--- src/rtl/seg7_pkg.sv ---
// seg7_pkg: constants shared by the 7-segment encoder and the scan-capture reader.
// Segment bit order is bit0=a ... bit6=g, active-high.
// The alternate glyphs are only accepted by the decoder when SEG7_ALT_GLYPH_EN is defined.
package seg7_pkg;

    // Segment bit positions within a 7-bit pattern
    localparam int SEG_A = 0;
    localparam int SEG_B = 1;
    localparam int SEG_C = 2;
    localparam int SEG_D = 3;
    localparam int SEG_E = 4;
    localparam int SEG_F = 5;
    localparam int SEG_G = 6;
    localparam int SEG_W = SEG_G + 1;

    // Standard glyphs for decimal digits
    localparam logic [SEG_W-1:0] GLYPH_0 = 7'h3F;
    localparam logic [SEG_W-1:0] GLYPH_1 = 7'h06;
    localparam logic [SEG_W-1:0] GLYPH_2 = 7'h5B;
    localparam logic [SEG_W-1:0] GLYPH_3 = 7'h4F;
    localparam logic [SEG_W-1:0] GLYPH_4 = 7'h66;
    localparam logic [SEG_W-1:0] GLYPH_5 = 7'h6D;
    localparam logic [SEG_W-1:0] GLYPH_6 = 7'h7D;
    localparam logic [SEG_W-1:0] GLYPH_7 = 7'h07;
    localparam logic [SEG_W-1:0] GLYPH_8 = 7'h7F;
    localparam logic [SEG_W-1:0] GLYPH_9 = 7'h6F;

    // Alternate glyphs some encoders emit (6 without top bar, 7 with f, 9 without d)
    localparam logic [SEG_W-1:0] GLYPH_ALT_6 = 7'h7C;
    localparam logic [SEG_W-1:0] GLYPH_ALT_7 = 7'h27;
    localparam logic [SEG_W-1:0] GLYPH_ALT_9 = 7'h67;

    // Nibble reported for any unrecognised pattern
    localparam logic [3:0] BCD_INVALID = 4'hF;

endpackage

--- src/rtl/seg7_glyph_decode.sv ---
// seg7_glyph_decode: combinational 7-segment pattern to BCD nibble decoder.
// Unknown patterns give BCD_INVALID with o_err set.
// Define SEG7_ALT_GLYPH_EN to also accept the alternate 6/7/9 glyphs.
module seg7_glyph_decode
    import seg7_pkg::*;
(
    input  logic [SEG_W-1:0] i_seg,
    output logic [3:0]       o_bcd,
    output logic             o_err
);

    // Pattern lookup; default is the invalid nibble with the error flag raised
    always_comb begin
        o_bcd = BCD_INVALID;
        o_err = 1'b1;
        case (i_seg)
            GLYPH_0: begin o_bcd = 4'd0; o_err = 1'b0; end
            GLYPH_1: begin o_bcd = 4'd1; o_err = 1'b0; end
            GLYPH_2: begin o_bcd = 4'd2; o_err = 1'b0; end
            GLYPH_3: begin o_bcd = 4'd3; o_err = 1'b0; end
            GLYPH_4: begin o_bcd = 4'd4; o_err = 1'b0; end
            GLYPH_5: begin o_bcd = 4'd5; o_err = 1'b0; end
            GLYPH_6: begin o_bcd = 4'd6; o_err = 1'b0; end
            GLYPH_7: begin o_bcd = 4'd7; o_err = 1'b0; end
            GLYPH_8: begin o_bcd = 4'd8; o_err = 1'b0; end
            GLYPH_9: begin o_bcd = 4'd9; o_err = 1'b0; end
`ifdef SEG7_ALT_GLYPH_EN
            GLYPH_ALT_6: begin o_bcd = 4'd6; o_err = 1'b0; end
            GLYPH_ALT_7: begin o_bcd = 4'd7; o_err = 1'b0; end
            GLYPH_ALT_9: begin o_bcd = 4'd9; o_err = 1'b0; end
`else
            GLYPH_ALT_6,
            GLYPH_ALT_7,
            GLYPH_ALT_9: begin o_bcd = BCD_INVALID; o_err = 1'b1; end
`endif
            default: begin o_bcd = BCD_INVALID; o_err = 1'b1; end
        endcase
    end

endmodule

--- src/rtl/seg7_scan_capture.sv ---
// seg7_scan_capture: passive reader of a multiplexed active-high 7-segment bus.
// Each digit is debounced over STABLE_CYCLES identical samples, then stored in its
// slot; once every digit has been seen the slots are emitted as one frame on a
// valid/ready interface. A frame that cannot be handed over is dropped and flagged
// in the sticky overrun bit.
// Optional feature: SEG7_ALT_GLYPH_EN (inside seg7_glyph_decode) accepts alternate glyphs.
module seg7_scan_capture
    import seg7_pkg::*;
#(
    parameter int NUM_DIGITS    = 4,
    parameter int STABLE_CYCLES = 4
) (
    input  logic                    clk,
    input  logic                    rst,
    input  logic [SEG_W-1:0]        seg_in,
    input  logic [NUM_DIGITS-1:0]   dig_en,
    output logic [4*NUM_DIGITS-1:0] frame_bcd,
    output logic [NUM_DIGITS-1:0]   frame_err,
    output logic                    frame_valid,
    input  logic                    frame_ready,
    output logic                    overrun
);

    localparam int         IDX_W    = (NUM_DIGITS > 1) ? $clog2(NUM_DIGITS) : 1;
    localparam logic [7:0] STAB_MAX = 8'(STABLE_CYCLES);

    // Sampling / debounce state
    logic [IDX_W-1:0]        r_prev_idx;
    logic [SEG_W-1:0]        r_prev_seg;
    logic [7:0]              r_stab_cnt;

    // Partial frame under construction
    logic [4*NUM_DIGITS-1:0] r_slot_bcd;
    logic [NUM_DIGITS-1:0]   r_slot_err;
    logic [NUM_DIGITS-1:0]   r_seen;

    // Combinational helpers
    logic [3:0]              w_hot_cnt;
    logic [IDX_W-1:0]        w_idx;
    logic                    w_valid;
    logic                    w_same;
    logic [7:0]              w_stab_next;
    logic                    w_latch;
    logic [NUM_DIGITS-1:0]   w_latch_mask;
    logic [NUM_DIGITS-1:0]   w_seen_next;
    logic                    w_commit;
    logic                    w_can_emit;
    logic [3:0]              w_dec_bcd;
    logic                    w_dec_err;

    // Count active enables and locate the selected digit
    always_comb begin
        w_hot_cnt = 4'd0;
        w_idx     = '0;
        for (int i = 0; i < NUM_DIGITS; i++) begin
            if (dig_en[i]) begin
                w_hot_cnt = w_hot_cnt + 4'd1;
                w_idx     = IDX_W'(i);
            end
        end
    end

    assign w_valid = (w_hot_cnt == 4'd1);
    assign w_same  = (w_idx == r_prev_idx) && (seg_in == r_prev_seg);

    // Next stability count: cleared by invalid samples, restarted by any change,
    // otherwise counting up and saturating at the threshold
    always_comb begin
        w_stab_next = 8'd0;
        if (w_valid) begin
            if (w_same) begin
                w_stab_next = (r_stab_cnt >= STAB_MAX) ? STAB_MAX : (r_stab_cnt + 8'd1);
            end else begin
                w_stab_next = 8'd1;
            end
        end
    end

    // Latch only on the sample that reaches the threshold; a held digit already
    // at the threshold stays quiet until the index or pattern changes
    assign w_latch = w_valid && (w_stab_next == STAB_MAX) &&
                     (!w_same || (r_stab_cnt != STAB_MAX));

    // Per-digit latch strobe
    generate
        for (genvar gi = 0; gi < NUM_DIGITS; gi++) begin : g_latch_mask
            assign w_latch_mask[gi] = w_latch && (w_idx == IDX_W'(gi));
        end
    endgenerate

    // A frame completes when every digit has been latched at least once
    assign w_commit    = &r_seen;
    assign w_can_emit  = !frame_valid || frame_ready;
    assign w_seen_next = (w_commit ? '0 : r_seen) | w_latch_mask;

    seg7_glyph_decode u_decode (
        .i_seg (seg_in),
        .o_bcd (w_dec_bcd),
        .o_err (w_dec_err)
    );

    // Debounce history registers
    always_ff @(posedge clk or posedge rst) begin
        if (rst) begin
            r_prev_idx <= '0;
            r_prev_seg <= '0;
            r_stab_cnt <= 8'd0;
        end else begin
            r_stab_cnt <= w_stab_next;
            if (w_valid) begin
                r_prev_idx <= w_idx;
                r_prev_seg <= seg_in;
            end
        end
    end

    // Slot storage and seen mask for the frame being assembled
    always_ff @(posedge clk or posedge rst) begin
        if (rst) begin
            r_slot_bcd <= '0;
            r_slot_err <= '0;
            r_seen     <= '0;
        end else begin
            r_seen <= w_seen_next;
            for (int i = 0; i < NUM_DIGITS; i++) begin
                if (w_latch_mask[i]) begin
                    r_slot_bcd[4*i +: 4] <= w_dec_bcd;
                    r_slot_err[i]        <= w_dec_err;
                end
            end
        end
    end

    // Output frame register and handshake; commit copies the pre-edge slots
    always_ff @(posedge clk or posedge rst) begin
        if (rst) begin
            frame_bcd   <= '0;
            frame_err   <= '0;
            frame_valid <= 1'b0;
            overrun     <= 1'b0;
        end else begin
            if (w_commit) begin
                if (w_can_emit) begin
                    frame_bcd   <= r_slot_bcd;
                    frame_err   <= r_slot_err;
                    frame_valid <= 1'b1;
                end else begin
                    overrun <= 1'b1;
                end
            end else if (frame_valid && frame_ready) begin
                frame_valid <= 1'b0;
            end
        end
    end

endmodule
--- config.mk ---
export PLATFORM = sky130hd
export DESIGN_NAME = seg7_scan_capture
export DESIGN_NICKNAME = d
export VERILOG_FILES = /design/src/rtl/seg7_pkg.sv /design/src/rtl/seg7_glyph_decode.sv /design/src/rtl/seg7_scan_capture.sv
export SDC_FILE = /design/constraint.sdc
export NUM_CORES = 1
export LEC_CHECK = 0
export BUFFER_PORTS_ARGS = -buffer_cell sky130_fd_sc_hd__buf_2
export CORE_MARGIN = 4
export CORE_UTILIZATION = 35
export DETAILED_ROUTE_END_ITERATION = 12
export PLACE_DENSITY = 0.64
export SLEW_MARGIN = 20
export SYNTH_ARGS = -nofsm -noshare
export SYNTH_HDL_FRONTEND = slang
export SYNTH_HIERARCHICAL = 1
export SYNTH_SLANG_ARGS = --single-unit
--- constraint.sdc ---
create_clock -name clk -period 2.66 [get_ports clk]
set_input_delay 0.266 -clock clk [delete_from_list [all_inputs] [get_ports clk]]
set_output_delay 0.266 -clock clk [all_outputs]
set_load 0.01 [all_outputs]
==> out/metrics.cfg <==
[clock_tree]
postCtsSetupBuffers=0
ctsResizeCount=0
clock_path_buffers=2
cts_tree=yes
cts_buffers=9
cts.sinks=63
h-tree-depth=3
ctsHoldBuffers=0
clkLatencyLatePin_ns=0.32
cts_root_buf=clkbuf_8
clkTransAtPathRegs_ns=0.07

[min_path]
hp-class=in -> async

[route]
viasPerCell=4.78
drc=0
dr_total_vias=1822
detail-route-antenna-nets=0
dr.pass1.iters=4
wl_um=5310
first_iter_violations=50
detail_route.wl_per_cell_um=13.9

[sta]
fin_worst_skew_ns=0.00903
tightest_slew_ns=0.781
finalCritPeriodShare_pct=85.7
setup_violations=0
maxSlewHeadroom_pct=47.9
finalCriticalPeriod_ns=2.28
finalHoldViolations=0
rsz0062_at_grt=no
slew_violations=0
setup-tns-final_ns=0
clock.fmax_ghz=0.439

[logic_synthesis]
synthFlopType=dfrtp_1
synthCells=223
yosysWarnings=6
synth-adder-area-share_pct=2.12
synth_top_family_by_area=multiplexers
yosys.area_share.simple_pct=14.5
synth-seq-cells=63
synth_area_per_cell_sq_um=13.2
synth-edff-count=0
synth_compound_area_share_pct=6.37
ys_seq_area_share_pct=53.5
netlist_area_sq_um=2950
synthXorXnorAreaFrac_pct=3.27
async_flop_share_pct=100
synth_mux_area_share_pct=18.0
yosysUniqueCellTypes=50

[pwr]
max-vdd-ir-drop_v=0.000240
p_clk_share_pct=36.6
internal-power_mw=1.59
p_sw_uw=556
swShare_pct=25.9
power_density_nw_per_um2=622
seqPwrFrac_pct=50.3
combPwrFrac_pct=13.1
leakage_nw=1.73

[cells_and_area]
drive_above_1_share_pct=41.3
insertedDiodeCount=0
final_nets=290
post-route-util_pct=42.0
fin_area_sq_um=3450
area_growth_pct=17.0

[grt]
grt_use_total_pct=11.6
first_global_vias=1899
grt_pass1_wl_um=9200
grt_max_degree=64
antenna_found_initial=0
grt_overflow=0

[floorplanning]
pin_count=36
core_sq_um=8220
die_area_sq_um=9960
row_count=33
die_w_um=99.8
die_y_um=99.8
start_util_pct=35.9

[critical_path]
path_cells=inv_1, ha_1, nor4bb_1, a2111oi_4, a21oi_4, nand4_4, mux2_1
startpoint_type=register
crit_fanout=6
cp_slowest_cell=nor4bb_1
path_class=reg -> reg
critPathMaxStageDelay_ns=0.46
endpoint_kind=register
required_ns=2.86
cp.arrival_ns=2.48
r2r_cells=7

[outcome]
status=completed

[placement]
hpwl_um=3820
postPlaceCellArea_sq_um=3260
numPortBuffers=35
gp_congestion=0.727

[flow_run]
drv_cap=0

-- Yosys cell counts (3+ instances only) --
master   instances  area [sq um]
a21oi_1          6          30.0
dfrtp_1         63          1580
ha_1             5          62.6
inv_1            9          33.8
mux2_1           3          33.8
mux2_2          44           495
nand2_1         16          60.1
nand3_1          3          15.0
nand4_4          3          63.8
nor2_1           8          30.0
nor2b_1          5          31.3
nor3_1           4          20.0
xnor2_1          4          35.0
xor2_1           7          61.3
-- final timing paths --
path                               start             end  slack (ns)
setup / recovery           r_stab_cnt[0]  r_slot_bcd[14]        0.38
hold / removal                       rst   r_prev_seg[6]        0.15
setup reg to reg           r_stab_cnt[0]  r_slot_bcd[14]        0.38
hold reg to reg                  overrun         overrun        0.49
max in group asynchronous            rst    frame_bcd[6]        1.98
min in group clk             frame_ready     frame_valid        0.25
-- final cells by class --
| type | instances | area (sq um) |
|---|---|---|
| inverter | 9 | 33.8 |
| tap | 105 | 131 |
| multi-input combinational | 150 | 1320 |
| clock inverter | 6 | 61.3 |
| sequential | 63 | 1580 |
| fill | 790 | 4770 |
| clock buffer | 10 | 128 |
| timing repair buffer | 38 | 198 |
-- power groups by stage --
| stage | logic (mW) | clock network, mW | registers (mW) |
|---|---|---|---|
| 6_report | 0.281 | 0.785 | 1.08 |
| 3_5_place_dp | 0.285 | 0 | 1.10 |
| 3_3_place_gp | 0.279 | 0 | 1.10 |
| 2_1_floorplan | 0.231 | 0 | 1.09 |
| 4_1_cts | 0.286 | 0.809 | 1.08 |
| 5_1_grt | 0.313 | 0.866 | 1.09 |
-- cell usage in the layout (no fill, tap or decap), types with 2 or more instances in the layout --
cell      netlist  layout
nor2_1          8       8
dfrtp_1        63      63
a21oi_1         6       6
nand4_1         2       2
nor4b_1         2       2
inv_1           9       8
xor2_1          7       7
mux2_2         44      44
nand2_1        16      16
nor4bb_1        2       2
or4_4           2       2
xnor2_1         4       4
nand3_1         3       3
buf_2           1      35
nor3_1          4       4
o21a_1          2       2
o21ai_1         2       2
clkinv_2        0       3
nand4_4         3       3
mux2_1          3       3
conb_1          1       5
buf_4           1       3
clkbuf_8        0       9
nor2b_1         5       5
ha_1            5       5
-- worst max-delay path: cells and delay by family (launching register included) --
family / cells / cell delay [ns]
buffers and inverters: 1 / 0.06
AOI/OAI and AO/OA: 2 / 0.37
muxes: 1 / 0.37
adders and majority gates: 1 / 0.30
DFF: 1 / 0.39
and+or+nand+nor: 2 / 0.67
-- sequential cells by signal (all words and copies together) (netlist names) --
signal and flops:
frame_bcd 16, r_slot_bcd 16, r_stab_cnt 8, r_prev_seg 7, frame_err 4, r_seen 4
r_slot_err 4, r_prev_idx 2, frame_valid 1, overrun 1
-- through the flow --
stage | power (mW) | setup slack [ns] | hold slack [ns] | cells
2_1_floorplan | 1.32 | 0.372 | 0.418 | 227
3_3_place_gp | 1.37 | 0.155 | 0.461 | 365
3_5_place_dp | 1.38 | 0.0728 | 0.472 | 365
4_1_cts | 2.17 | 0.366 | 0.195 | 381
5_1_grt | 2.27 | 0.247 | 0.244 | 381
6_report | 2.14 | 0.380 | 0.153 | 381
-- logic make-up (layout without fill, tap and decap cells) --
kind of cell             Yosys count  after routing
AND/OR/NAND/NOR                   61             61
other                              1              5
buffers and inverters             14             63
multiplexers                      47             47
adder cells (fa/ha/maj)            5              5
flip-flops                        63             63
AO/OA/AOI/OAI                     21             21
XOR/XNOR                          11             11
-- layer usage --
metal | global-route usage, % | part of all wire [%]
met4 | 4.10 | 0.72
met3 | 2.71 | 3.2
met1 | 15.1 | 46
met2 | 19.0 | 50
met5 | 0 | 0
(Power assumes the default switching activity.)
